### config.mk
export PLATFORM = sky130hd
export DESIGN_NAME = priority_encoder_rr_flat
export DESIGN_NICKNAME = d
export VERILOG_FILES = /design/src/rtl/priority_encoder_rr_pkg.sv /design/src/rtl/priority_encoder_rr_if.sv /design/src/rtl/priority_encoder_rr_search.sv /design/src/rtl/priority_encoder_rr.sv /design/src/flat_wrapper.sv
export SDC_FILE = /design/constraint.sdc
export NUM_CORES = 1
export LEC_CHECK = 0
export ABC_AREA = 0
export BUFFER_PORTS_ARGS = -buffer_cell sky130_fd_sc_hd__clkbuf_2
export CAP_MARGIN = 20
export CORE_MARGIN = 1.5
export CORE_UTILIZATION = 50
export CTS_BUF_LIST = sky130_fd_sc_hd__clkbuf_2 sky130_fd_sc_hd__clkbuf_4 sky130_fd_sc_hd__clkbuf_8
export DETAILED_ROUTE_END_ITERATION = 10
export GPL_TIMING_DRIVEN = 0
export PLACE_DENSITY_LB_ADDON = 0.15
export SYNTH_ARGS = -nofsm -noshare
export SYNTH_HDL_FRONTEND = slang
export SYNTH_SLANG_ARGS = --single-unit
export TNS_END_PERCENT = 30
### constraint.sdc
create_clock -name clk -period 4.9 [get_ports clk]
set_clock_uncertainty 0.2 [all_clocks]
set_input_delay 0.245 -clock clk [delete_from_list [all_inputs] [get_ports clk]]
set_output_delay 0.245 -clock clk [all_outputs]
set_load 0.005 [all_outputs]
### src/rtl/priority_encoder_rr_pkg.sv
// Shared constants and helpers for the N-request priority encoder / arbiter.
// Latency: n/a (package only).
// Backpressure: n/a (package only).
package priority_encoder_pkg;

    // Arbitration mode encoding carried on rr_mode.
    localparam logic MODE_FIXED = 1'b0;
    localparam logic MODE_RR    = 1'b1;

    // Index width that stays at least one bit wide even for tiny request counts.
    function automatic int idx_width(input int n);
        return (n <= 2) ? 1 : $clog2(n);
    endfunction

endpackage : priority_encoder_pkg

### src/rtl/priority_encoder_rr_if.sv
// Request/grant bundle between request sources, the arbiter and the grant consumer.
// Latency: n/a (wiring only).
// Backpressure: grant_ready from the consumer freezes the registered grant.
//
// Ports (signals):
//   req          - request vector, bit i = requester i
//   rr_mode      - 0 = fixed priority (highest index wins), 1 = round-robin
//   grant_ready  - consumer accepts the current grant
//   grant_valid  - registered grant present
//   grant_idx    - index of the granted requester
//   grant_onehot - one-hot form of grant_idx, zero when grant_valid = 0
interface priority_encoder_rr_if #(
    parameter int N_REQ = 8
);
    import priority_encoder_pkg::*;

    localparam int IDX_W = idx_width(N_REQ);

    logic [N_REQ-1:0] req;
    logic             rr_mode;
    logic             grant_ready;
    logic             grant_valid;
    logic [IDX_W-1:0] grant_idx;
    logic [N_REQ-1:0] grant_onehot;

    // Request side / consumer drives requests and ready.
    modport master (
        output req,
        output rr_mode,
        output grant_ready,
        input  grant_valid,
        input  grant_idx,
        input  grant_onehot
    );

    // Arbiter side produces the grant.
    modport slave (
        input  req,
        input  rr_mode,
        input  grant_ready,
        output grant_valid,
        output grant_idx,
        output grant_onehot
    );

endinterface : priority_encoder_rr_if

### src/rtl/priority_encoder_rr_search.sv
// Combinational search for the first set request bit, scanning downward with wrap.
// Latency: 0 cycles (pure combinational).
// Backpressure: none; the caller decides when the result is registered.
//
// Ports:
//   i_req    - request vector
//   i_start  - first index examined in round-robin mode (ignored in fixed mode)
//   i_mode   - MODE_FIXED scans from N_REQ-1, MODE_RR scans from i_start
//   o_found  - at least one request bit is set
//   o_winner - index of the first set bit in scan order, 0 when none
module pe_rotate_search
    import priority_encoder_pkg::*;
#(
    parameter int N_REQ = 8,
    parameter int IDX_W = idx_width(N_REQ)
) (
    input  logic [N_REQ-1:0] i_req,
    input  logic [IDX_W-1:0] i_start,
    input  logic             i_mode,
    output logic             o_found,
    output logic [IDX_W-1:0] o_winner
);

    int w_start;
    int w_pos;

    // Scan order: start, start-1, ..., 0, N_REQ-1, ..., start+1.
    // Fixed mode is the same scan anchored at N_REQ-1, so one loop covers both.
    always_comb begin
        o_found  = 1'b0;
        o_winner = '0;
        w_pos    = 0;
        w_start  = (i_mode == MODE_RR) ? int'(i_start) : (N_REQ - 1);
        for (int k = 0; k < N_REQ; k++) begin
            w_pos = w_start - k;
            if (w_pos < 0) begin
                w_pos = w_pos + N_REQ;
            end
            if (!o_found && i_req[w_pos[IDX_W-1:0]]) begin
                o_found  = 1'b1;
                o_winner = w_pos[IDX_W-1:0];
            end
        end
    end

endmodule : pe_rotate_search

### src/rtl/priority_encoder_rr.sv
// N-request arbiter with fixed-priority / round-robin modes and a registered grant.
// Latency: 1 cycle from req to grant_valid; one grant per cycle when ready is held high.
// Backpressure: grant_ready low freezes grant_idx/grant_onehot; req changes are ignored until handshake.
//
// Ports:
//   clk - rising-edge clock
//   rst - asynchronous active-high reset; drops any held grant, ptr -> N_REQ-1
//   bus - priority_encoder_rr_if slave (req, rr_mode, grant_ready in; grant_* out)
module priority_encoder_rr
    import priority_encoder_pkg::*;
#(
    parameter int N_REQ = 8
) (
    input  logic                 clk,
    input  logic                 rst,
    priority_encoder_rr_if.slave bus
);

    localparam int IDX_W = idx_width(N_REQ);
    localparam logic [IDX_W-1:0] PTR_INIT = IDX_W'(N_REQ - 1);

    logic             r_valid;
    logic [IDX_W-1:0] r_idx;
    logic [N_REQ-1:0] r_onehot;
    logic             r_rr;      // current grant was issued in round-robin mode
    logic [IDX_W-1:0] r_ptr;

    logic             w_hs;
    logic             w_eval;
    logic [IDX_W-1:0] w_ptr_next;
    logic             w_found;
    logic [IDX_W-1:0] w_winner;
    logic [N_REQ-1:0] w_win_onehot;

    assign w_hs   = r_valid & bus.grant_ready;
    assign w_eval = ~r_valid | bus.grant_ready;

    // The pointer moves only when a round-robin grant is accepted. The search in
    // the same cycle must already see the moved pointer, otherwise back-to-back
    // round-robin grants would repeat the winner just served.
    always_comb begin
        w_ptr_next = r_ptr;
        if (w_hs && r_rr) begin
            w_ptr_next = (r_idx == '0) ? PTR_INIT : (r_idx - IDX_W'(1));
        end
    end

    pe_rotate_search #(
        .N_REQ (N_REQ),
        .IDX_W (IDX_W)
    ) u_search (
        .i_req    (bus.req),
        .i_start  (w_ptr_next),
        .i_mode   (bus.rr_mode),
        .o_found  (w_found),
        .o_winner (w_winner)
    );

    always_comb begin
        w_win_onehot           = '0;
        w_win_onehot[w_winner] = 1'b1;
    end

    always_ff @(posedge clk or posedge rst) begin
        if (rst) begin
            r_valid  <= 1'b0;
            r_idx    <= '0;
            r_onehot <= '0;
            r_rr     <= 1'b0;
            r_ptr    <= PTR_INIT;
        end else begin
            r_ptr <= w_ptr_next;
            if (w_eval) begin
                r_valid  <= w_found;
                r_idx    <= w_found ? w_winner : '0;
                r_onehot <= w_found ? w_win_onehot : '0;
                r_rr     <= (bus.rr_mode == MODE_RR);
            end
        end
    end

    assign bus.grant_valid  = r_valid;
    assign bus.grant_idx    = r_idx;
    assign bus.grant_onehot = r_onehot;

endmodule : priority_encoder_rr

### src/flat_wrapper.sv
// flat-port wrapper written by rule: the top's interface ports become plain ports
module priority_encoder_rr_flat import priority_encoder_pkg::*;
#(
    parameter int N_REQ = 8
)
  (clk, rst, bus_req, bus_rr_mode, bus_grant_ready, bus_grant_valid, bus_grant_idx, bus_grant_onehot);
  priority_encoder_rr_if #(.N_REQ(N_REQ)) bus_i ();
  input  logic clk;
  input  logic rst;
  input wire logic [$bits(bus_i.req)-1:0] bus_req;
  input wire logic [$bits(bus_i.rr_mode)-1:0] bus_rr_mode;
  input wire logic [$bits(bus_i.grant_ready)-1:0] bus_grant_ready;
  output wire logic [$bits(bus_i.grant_valid)-1:0] bus_grant_valid;
  output wire logic [$bits(bus_i.grant_idx)-1:0] bus_grant_idx;
  output wire logic [$bits(bus_i.grant_onehot)-1:0] bus_grant_onehot;
  assign bus_i.req = bus_req;
  assign bus_i.rr_mode = bus_rr_mode;
  assign bus_i.grant_ready = bus_grant_ready;
  assign bus_grant_valid = bus_i.grant_valid;
  assign bus_grant_idx = bus_i.grant_idx;
  assign bus_grant_onehot = bus_i.grant_onehot;
  priority_encoder_rr #(.N_REQ(N_REQ)) u_core (.clk(clk), .rst(rst), .bus(bus_i));
endmodule
==> flow_metrics.py, run 1 <==
metrics = {
    "status": {
        "status": "finished, final reports clean",
    },
    "sta": {
        "max_freq_mhz": 219,
        "worst_pin_slew_ns": 0.783,
        "whs_ns": 0.0994,
        "rsz0062_at_grt": "no",
        "slew_headroom_pct": 47.6,
        "tns_ns": 0,
        "fin_ws_ns": 0.336,
        "drv_slew": 0,
        "fin_crit_ns": 4.56,
        "setup_viol": 0,
        "hold_viol": 0,
        "fin_crit_sh_pct": 93.1,
    },
    "clock_tree": {
        "clk_path_buf_depth": 2,
        "cts_sinks": 16,
        "cts_root_buf": "clkbuf_8",
        "tritoncts": "done",
        "htree_num_levels": 1,
        "cts_buffers": 3,
        "clkLatencyLatePin_ns": 0.25,
        "cts-resized-gates": 0,
        "path_clk_slew_ns": 0.06,
    },
    "global_routing": {
        "grt_pass1_wl_um": 7620,
        "use_met1_pct": 32.8,
        "grt_most_used_layer": "met2",
        "grt_max_degree": 17,
        "grt_use_met3_pct": 4.75,
        "grt_overflow": 0,
        "use_met2_pct": 37.6,
        "antenna_found_initial": 0,
        "grt_usage_pct": 23.1,
        "grt_pass1_vias": 1679,
    },
    "routing": {
        "drt-pass1-iter-count": 4,
        "drtIter0Drc": 126,
        "vias": 1698,
        "wirelength_um": 4360,
        "ant_nets": 0,
        "route.detailed.drc": 0,
        "wl_per_cell_um": 16.0,
        "viasPerCell": 6.22,
    },
    "yosys": {
        "syn-instance-count": 197,
        "yosysWarningCount": 0,
        "yosysTopAreaCell": "dfrtp_1",
        "synth_commonest_cells": "nand2_1 (22), mux2i_1 (19), dfrtp_1 (13), inv_1 (10), nor2_1 (10)",
        "async_reset_ff_share_pct": 100,
        "synth_most_common_cell": "nand2_1",
        "synth_area_leaders": "dfrtp_1 (18%), mux2i_1 (10%), mux2i_2 (5.2%)",
        "synth_ff_type": "dfrtp_1",
        "synth_nets": 213,
        "synth_edf_count": 0,
        "synth-seq-area-share_pct": 21.8,
        "synth-seq-cells": 16,
        "syn_area_um2": 1850,
        "yosysTopAreaCellShare_pct": 17.6,
        "synth.distinct_cells": 65,
        "syn_avg_cell_area_um2": 9.39,
    },
    "setup_path": {
        "required_ns": 4.83,
        "cp-start-kind": "flip-flop",
        "r2r_end": "u_core.bus.grant_onehot[6]",
        "worstSetupEndpoint": "u_core.bus.grant_onehot[6]",
        "worstPathMaxFanout": 10,
        "criticalPathCategory": "flip-flop to flip-flop",
        "worst_ep_arrival_time_ns": 4.49,
        "startpoint": "u_core.bus.grant_idx[0]",
        "r2r_slack_ns": 0.34,
        "r2r-start": "u_core.bus.grant_idx[0]",
        "endpoint_kind": "flip-flop",
        "rr_worst_depth": 15,
    },
    "place": {
        "post-place-ws_ns": 0.210,
        "place_inst": 265,
        "gp_routability_congestion": 1.03,
        "hpwl_um": 3470,
        "io_buffer_count": 22,
    },
    "cells_and_area": {
        "nNetsFinal": 244,
        "final_cells": 273,
        "post-route-util_pct": 61.2,
        "drive_gt1_share_pct": 27.8,
        "area_delta_synth_final_pct": 13.8,
        "diodes": 0,
    },
    "floorplan": {
        "rows": 21,
        "fp.dieH_um": 63.8,
        "core_area_um2": 3440,
        "fp.dieW_um": 63.8,
        "initial_core_util_pct": 53.8,
        "die-area_um2": 4070,
        "io_pins": 24,
    },
    "pwr": {
        "power_switching_mw": 0.598,
        "internal_power_mw": 0.664,
        "p_clk_share_pct": 9.4,
        "p_leak_nw": 0.920,
        "power.density_nw_per_um2": 599,
        "p_seq_share_pct": 18.0,
        "netSwitchingFraction_pct": 47.3,
        "max-vdd-ir-drop_uv": 277,
        "p_comb_share_pct": 72.6,
    },
    "job": {
        "cap_violations": 0,
    },
    "hold_path": {
        "holdPathStages": 3,
        "worstHoldPathType": "input pin to flip-flop",
    },
}
-- flip-flops by register name, summed over array words and instances, names as in the netlist --
| register | cells |
|---|---|
| u_core.r_ptr | 3 |
| u_core.bus.grant_valid | 1 |
| u_core.bus.grant_idx | 3 |
| u_core.bus.grant_onehot | 8 |
| u_core.r_rr | 1 |
-- worst max-delay path: stages, from the launching register on --
cell and delay, ns:
dfrtp_1 0.43, inv_1 0.08, ha_1 0.20, ha_1 0.23, nand3b_1 0.21, mux2i_4 0.26
buf_6 0.21, inv_1 0.13, ha_1 0.30, xnor2_4 0.34, mux4_2 0.63, inv_1 0.10
nand3_1 0.19, or2_1 0.32, o21a_1 0.18, o41ai_1 0.43
-- power by group through the flow --
stage                     registers [mW]  logic, mW  clock network [mW]
after floorplan                    0.225      0.713                   0
final                              0.227      0.917               0.118
after CTS                          0.227      0.905               0.119
after detailed placement           0.229      0.899                   0
after global placement             0.225      0.882                   0
after global routing               0.234       1.01               0.128
-- stage by stage --
| stage | total power, mW | area, um^2 |
|---|---|---|
| after floorplan | 0.938 | 1850 |
| after global placement | 1.11 | 2020 |
| after detailed placement | 1.13 | 2020 |
| after CTS | 1.25 | 2080 |
| after global routing | 1.37 | 2110 |
| final | 1.26 | 2110 |
-- worst min-delay path by stage --
stage	from	to	slack [ns]
6_report	bus_rr_mode	u_core.r_rr	0.1
5_1_grt	bus_rr_mode	u_core.r_rr	0.12
4_1_cts	bus_rr_mode	u_core.r_rr	0.1
3_5_place_dp	rst	u_core.bus.grant_idx[1]	0.13
3_3_place_gp	rst	u_core.bus.grant_onehot[7]	0.10
2_1_floorplan	rst	u_core.bus.grant_idx[0]	-0.04
-- routing by layer --
| metal | routed length [um] | vias to the layer above |
|---|---|---|
| li1 | - | 821 |
| met1 | 1940 | 810 |
| met2 | 2050 | 67 |
| met3 | 374 | 0 |
| met4 | 0 | 0 |
| met5 | 0 | - |
-- repair_timing --
item | CTS | global route
endpoints found under the hold margin | 13 | 0
setup buffers | 0 | 3
hold buffers | 1 | 0
endpoints found under the setup margin | 0 | 3
-- cell type report --
class | count | area [um^2]
multi-input cells | 163 | 1360
fillers | 311 | 1340
flip-flops and latches | 16 | 404
repair buffers | 26 | 143
well taps | 46 | 57.6
clock buffers | 4 | 55.1
plain buffers | 7 | 42.5
inverters | 11 | 41.3
-- cell usage in the layout (no fill, tap or decap), types with 5 or more instances in the layout --
| cell type | n |
|---|---|
| dfrtp_1 | 13 |
| o22ai_1 | 5 |
| clkbuf_2 | 22 |
| nand2_1 | 22 |
| nor3_1 | 5 |
| mux2i_2 | 7 |
| mux2i_1 | 19 |
| inv_1 | 10 |
| nor2_1 | 10 |
| a21oi_1 | 9 |
| nand3_1 | 5 |
-- cells by family after synthesis --
kind of cell | share of synthesized area, %
mux | 23.6
buf+inv | 4.53
fa+ha+maj | 2.70
xor+xnor | 4.87
flops | 21.8
compound gates | 22.3
simple gates | 20.1
(Power assumes the default switching activity.)
==> inputs of run 2 (changes only) <==
--- a/config.mk
+++ b/config.mk
@@ -12,7 +12,7 @@
 export CORE_UTILIZATION = 50
 export CTS_BUF_LIST = sky130_fd_sc_hd__clkbuf_2 sky130_fd_sc_hd__clkbuf_4 sky130_fd_sc_hd__clkbuf_8
 export DETAILED_ROUTE_END_ITERATION = 10
-export GPL_TIMING_DRIVEN = 0
+export GPL_TIMING_DRIVEN = 1
 export PLACE_DENSITY_LB_ADDON = 0.15
 export SYNTH_ARGS = -nofsm -noshare
 export SYNTH_HDL_FRONTEND = slang
==> run 2 against run 1 <==
Effect of this change:
- utilization fell by 1.7 points
- clock-buffer cell count stayed put
- non-clock buffer count is 8 lower
- largest power group unchanged
- sequential cell count did not move
- sequential share of layout area is 0.55 points higher
- combinational power is 1% lower
- critical path depth fell by 1
- wire length grew 4.1%
- first-iteration DRC count fell by 14%
==> flow_metrics.py, run 2 (synthesis results as in run 1) <==
metrics = {
    "status": {
        "status": "finished, final reports clean",
    },
    "sta": {
        "slew_headroom_pct": 46.7,
        "hold_viol": 0,
        "drv_slew": 0,
        "setup_viol": 0,
        "whs_ns": 0.108,
        "rsz0062_at_grt": "no",
        "tns_ns": 0,
        "fin_crit_sh_pct": 89.5,
        "fin_ws_ns": 0.516,
        "fin_crit_ns": 4.38,
        "max_freq_mhz": 228,
        "worst_pin_slew_ns": 0.796,
    },
    "clock_tree": {
        "tritoncts": "done",
        "cts_sinks": 16,
        "htree_num_levels": 1,
        "path_clk_slew_ns": 0.06,
        "clk_path_buf_depth": 2,
        "cts_buffers": 3,
        "cts-resized-gates": 0,
        "cts_root_buf": "clkbuf_8",
        "ctsHoldBuffers": 1,
        "clkLatencyLatePin_ns": 0.25,
        "postCtsSetupRepairBufs": 0,
    },
    "pwr": {
        "max-vdd-ir-drop_uv": 272,
        "p_leak_nw": 0.891,
        "p_total_mw": 1.24,
        "power.density_nw_per_um2": 605,
    },
    "routing": {
        "wirelength_um": 4540,
        "drtIter0Drc": 108,
        "ant_nets": 0,
        "drt-pass1-iter-count": 4,
        "wl_per_cell_um": 17.1,
        "vias": 1652,
        "viasPerCell": 6.23,
        "route.detailed.drc": 0,
    },
    "floorplan": {
        "core_area_um2": 3440,
        "rows": 21,
        "initial_core_util_pct": 53.8,
        "io_pins": 24,
        "fp.dieW_um": 63.8,
        "die-area_um2": 4070,
        "fp.dieH_um": 63.8,
    },
    "setup_path": {
        "endpoint_kind": "flip-flop",
        "worstPathMaxFanout": 9,
        "worst_ep_arrival_time_ns": 4.29,
        "required_ns": 4.80,
        "cp-start-kind": "flip-flop",
        "criticalPathCategory": "flip-flop to flip-flop",
    },
    "cells_and_area": {
        "nNetsFinal": 236,
        "largest_reg_flops": 8,
        "final_cells": 265,
        "layout_common_cells": "clkbuf_2 (23), nand2_1 (22), mux2i_1 (19)",
        "layout_commonest_cell": "clkbuf_2",
        "diodes": 0,
        "area_delta_synth_final_pct": 10.6,
        "drive_gt1_share_pct": 26.9,
    },
    "global_routing": {
        "grt_max_degree": 17,
        "grt_pass1_wl_um": 7630,
        "grt_pass1_vias": 1596,
        "grt_overflow": 0,
        "grt_usage_pct": 23.7,
        "antenna_found_initial": 0,
    },
    "job": {
        "cap_violations": 0,
    },
    "place": {
        "gp_routability_congestion": 1.07,
        "hpwl_um": 3590,
        "place_inst": 260,
        "io_buffer_count": 23,
        "post-place-ws_ns": 0.673,
    },
    "hold_path": {
        "worstHoldPathType": "input pin to flip-flop",
    },
}
==> run 2: cell count changes in the layout (fill, tap and decap cells not counted), sizes merged <==
| cell | change |
|---|---|
| buf | -6 |
| clkbuf | -2 |
==> run 2: stage by stage <==
step | cell area (um^2) | utilization [%]
2_1_floorplan | 1850 | -
6_report | 2050 | 59.5
4_1_cts | 2050 | 59.5
3_5_place_dp | 1990 | 57.8
3_3_place_gp | 1990 | 57.8
5_1_grt | 2050 | 59.5
==> run 2: metal layers <==
| metal | vias up | global-route usage, % | share of wire (%) | wire length [um] |
|---|---|---|---|---|
| li1 | 798 | - | - | - |
| met1 | 799 | 33.9 | 46 | 2090 |
| met2 | 45 | 36.1 | 46 | 2090 |
| met5 | - | 0 | 0 | 0 |
| met3 | 10 | 4.40 | 6.4 | 290 |
| met4 | 0 | 7.34 | 1.6 | 71 |
==> run 2: worst max-delay path, cell delays in order (launching register included) <==
cell and delay (ns):
dfrtp_1 0.43, inv_1 0.08, ha_1 0.20, ha_1 0.23, nand3b_1 0.22, mux2i_4 0.17, inv_1 0.13, ha_1 0.30
xnor2_4 0.33, mux4_2 0.63, nor3b_2 0.20, o311ai_2 0.40, o21ai_2 0.11, o32a_1 0.22, o41ai_1 0.38
==> run 2: path summary, 6_finish.rpt <==
check	slack [ns]	endpoint	cells after the start	start
worst max register to register	0.52	u_core.bus.grant_onehot[5]	14	u_core.bus.grant_idx[0]
worst min register to register	0.28	u_core.r_ptr[0]	2	u_core.r_ptr[0]
worst min-delay path	0.11	u_core.r_rr	3	bus_rr_mode
min in group asynchronous	0.40	u_core.bus.grant_idx[1]	3	rst
max in group asynchronous	3.72	u_core.bus.grant_onehot[7]	3	rst
worst max-delay path	0.52	u_core.bus.grant_onehot[5]	14	u_core.bus.grant_idx[0]
==> run 2: where the power goes <==
group | internal [mW] | total [mW] | switching (mW)
clock | 0.0632 | 0.107 | 0.0443
sequential | 0.189 | 0.225 | 0.0358
combinational | 0.390 | 0.907 | 0.517
==> run 2: cell type report <==
type / instances / area, um^2
fillers: 312 / 1400
flip-flops and latches: 16 / 404
clock buffers: 4 / 48.8
repair buffers: 25 / 133
inverters: 11 / 41.3
well taps: 46 / 57.6
multi-input cells: 163 / 1360
==> inputs of run 3 (changes only) <==
--- a/config.mk
+++ b/config.mk
@@ -12,9 +12,11 @@
 export CORE_UTILIZATION = 50
 export CTS_BUF_LIST = sky130_fd_sc_hd__clkbuf_2 sky130_fd_sc_hd__clkbuf_4 sky130_fd_sc_hd__clkbuf_8
 export DETAILED_ROUTE_END_ITERATION = 10
+export GPL_ROUTABILITY_DRIVEN = 0
 export GPL_TIMING_DRIVEN = 1
 export PLACE_DENSITY_LB_ADDON = 0.15
 export SYNTH_ARGS = -nofsm -noshare
 export SYNTH_HDL_FRONTEND = slang
+export SYNTH_HIERARCHICAL = 1
 export SYNTH_SLANG_ARGS = --single-unit
 export TNS_END_PERCENT = 30
==> run 3 against run 2 <==
Effect of this change:
- cell count fell by 9.1%
- design area decreased by 5.7%
- critical path depth is 2 higher
- first-iteration DRC count shrank 19%
- highest routed layer unchanged
- total power down 2.9%
- maximum frequency shrank 3.1%
==> flow_metrics.py, run 3 <==
metrics = {
    "setup_path": {
        "critical_path.max_stage_delay_ns": 0.58,
        "worstPathMaxFanout": 15,
        "r2r_slack_ns": 0.37,
        "required_ns": 4.89,
        "crit_slowest_cell": "mux4_2",
        "r2r-start": "u_core/bus.grant_idx[0]",
        "startpoint": "u_core/bus.grant_idx[0]",
        "path_cells": "inv_1 > ha_1 > ha_1 > nand2b_1 > mux2_4 > nor2b_4 > inv_6 > ha_1 > xnor2_4 > mux4_2 > and4b_1 > a2111o_1 > nand4_1 > nand3_1 > nand2b_1 > o41ai_1",
        "criticalPathCategory": "flip-flop to flip-flop",
        "worst_ep_arrival_time_ns": 4.52,
        "cp-start-kind": "flip-flop",
        "endpoint_kind": "flip-flop",
        "crit_path_frequent_cell": "ha_1",
    },
    "yosys": {
        "synth_most_common_cell": "mux2i_1",
        "async_reset_ff_share_pct": 100,
        "syn_avg_cell_area_um2": 10.2,
        "yosysTopAreaCell": "dfrtp_1",
        "synth-seq-cells": 16,
        "yosysWarningCount": 6,
        "synth_nets": 190,
        "syn-instance-count": 174,
        "yosysTopAreaCellShare_pct": 18.3,
        "synth_ff_type": "dfrtp_1",
        "synth_commonest_cells": "mux2i_1 (15), nand2_1 (14), dfrtp_1 (13), inv_1 (11)",
        "syn_area_um2": 1780,
        "synth-seq-area-share_pct": 22.7,
        "synth_area_leaders": "dfrtp_1 (18%), mux2i_1 (8.4%), mux4_2 (6.3%)",
        "synth.distinct_cells": 56,
        "synth_edf_count": 0,
    },
    "routing": {
        "wirelength_um": 4170,
        "drt-pass1-iter-count": 4,
        "top_layer_used": "met4",
        "vias": 1464,
        "ant_nets": 0,
        "drtIter0Drc": 87,
        "route.detailed.drc": 0,
        "route.met3.wl_um": 266,
        "wl_per_cell_um": 17.3,
        "wl_met2_um": 1950,
        "viasPerCell": 6.07,
        "wl_met1_um": 1940,
    },
    "floorplan": {
        "fp.dieH_um": 62.7,
        "core_area_um2": 3360,
        "die-area_um2": 3930,
        "fp.dieW_um": 62.7,
        "initial_core_util_pct": 52.9,
        "io_pins": 24,
        "rows": 21,
    },
    "sta": {
        "fin_crit_sh_pct": 92.4,
        "whs_ns": 0.109,
        "drv_slew": 0,
        "rsz0062_at_grt": "no",
        "worst_pin_slew_ns": 0.603,
        "fin_crit_ns": 4.53,
        "setup_viol": 0,
        "max_freq_mhz": 221,
        "hold_viol": 0,
        "tns_ns": 0,
        "slew_headroom_pct": 59.7,
    },
    "global_routing": {
        "grt_max_degree": 17,
        "grt_overflow": 0,
        "grt_usage_pct": 22.1,
        "grt_pass1_vias": 1469,
        "grt_pass1_wl_um": 7000,
        "antenna_found_initial": 0,
    },
    "cells_and_area": {
        "nNetsFinal": 212,
        "layout_commonest_cell": "clkbuf_2",
        "regArea_um2": 404,
        "area_delta_synth_final_pct": 8.44,
        "largest_reg_flops": 8,
        "diodes": 0,
        "multi_input_area_um2": 1240,
        "drive_gt1_share_pct": 28.7,
        "final.fill_count": 301,
        "layout_common_cells": "clkbuf_2 (23), mux2i_1 (15), nand2_1 (14)",
    },
    "pwr": {
        "max-vdd-ir-drop_uv": 361,
        "p_leak_nw": 0.894,
        "power.density_nw_per_um2": 624,
    },
    "hold_path": {
        "worstHoldPathType": "input pin to flip-flop",
        "hold_start": "bus_rr_mode",
    },
    "clock_tree": {
        "ctsHoldBuffers": 1,
        "cts-resized-gates": 0,
        "cts_root_buf": "clkbuf_4",
        "cts_sinks": 16,
        "clkLatencyLatePin_ns": 0.29,
        "path_clk_slew_ns": 0.09,
        "postCtsSetupRepairBufs": 0,
        "htree_num_levels": 1,
        "tritoncts": "done",
        "cts_buffers": 3,
        "clk_path_buf_depth": 2,
    },
    "status": {
        "status": "finished, final reports clean",
    },
    "place": {
        "io_buffer_count": 23,
        "hpwl_um": 3280,
    },
    "job": {
        "cap_violations": 0,
    },
}
-- run 3: cell types whose count changed after synthesis, sizes merged, moves of 5 or more --
cell / delta
a21oi: -5
mux2i: -11
mux4: +6
nand2: -8
nand2b: +6
nand3b: +7
nor3: -6
o31ai: +6
-- run 3: per-layer routing --
metal  GRT usage, %  up-vias
met4           3.89        0
met2           35.6       60
li1               -      704
met5              0        -
met1           30.4      698
met3           5.77        2
-- run 3: cell families after synthesis --
family / after synthesis / synth area share (%)
simple gates: 56 / 20.3
compound gates: 40 / 17.2
mux: 32 / 25.9
buf+inv: 21 / 7.52
flops: 16 / 22.7
xor+xnor: 5 / 3.52
fa+ha+maj: 4 / 2.81
-- run 3: metrics by stage --
stage / total power, mW / utilization, % / instances / cell area (um^2) / worst slack [ns]
2_1_floorplan: 0.928 / - / 174 / 1780 / 0.909
3_3_place_gp: 1.08 / 56.0 / 236 / 1880 / 0.505
3_5_place_dp: 1.11 / 56.0 / 236 / 1880 / 0.415
4_1_cts: 1.20 / 57.4 / 241 / 1930 / 0.388
5_1_grt: 1.30 / 57.4 / 241 / 1930 / 0.0988
6_report: 1.20 / 57.4 / 241 / 1930 / 0.374
-- run 3: final timing paths --
check,end,cells after the start
worst max-delay path,u_core/bus.grant_onehot[0],16
worst min-delay path,u_core/r_rr,2
worst max register to register,u_core/bus.grant_onehot[0],16
worst min register to register,u_core/bus.grant_onehot[4],2
max in group asynchronous,u_core/bus.grant_idx[0],3
min in group asynchronous,u_core/bus.grant_onehot[2],3
-- run 3: worst max-delay path, delay by kind of cell, from the launching register on --
| family | cells | cell delay, ns |
|---|---|---|
| adder cells (fa/ha/maj) | 3 | 0.66 |
| XOR/XNOR | 1 | 0.27 |
| AO/OA/AOI/OAI | 2 | 0.67 |
| multiplexers | 2 | 0.89 |
| buffers and inverters | 2 | 0.19 |
| flip-flops | 1 | 0.37 |
| AND/OR/NAND/NOR | 6 | 1.21 |
-- run 3: power by group --
group          internal [mW]  switching, mW
combinational          0.384          0.516
sequential             0.191         0.0247
clock                 0.0453         0.0422
-- run 3: layout make-up --
type / instances / area share (%)
repair buffers: 26 / 7.26
clock buffers: 4 / 1.88
inverters: 12 / 2.59
well taps: 46 / 2.98
multi-input cells: 137 / 64.3
flip-flops and latches: 16 / 20.9
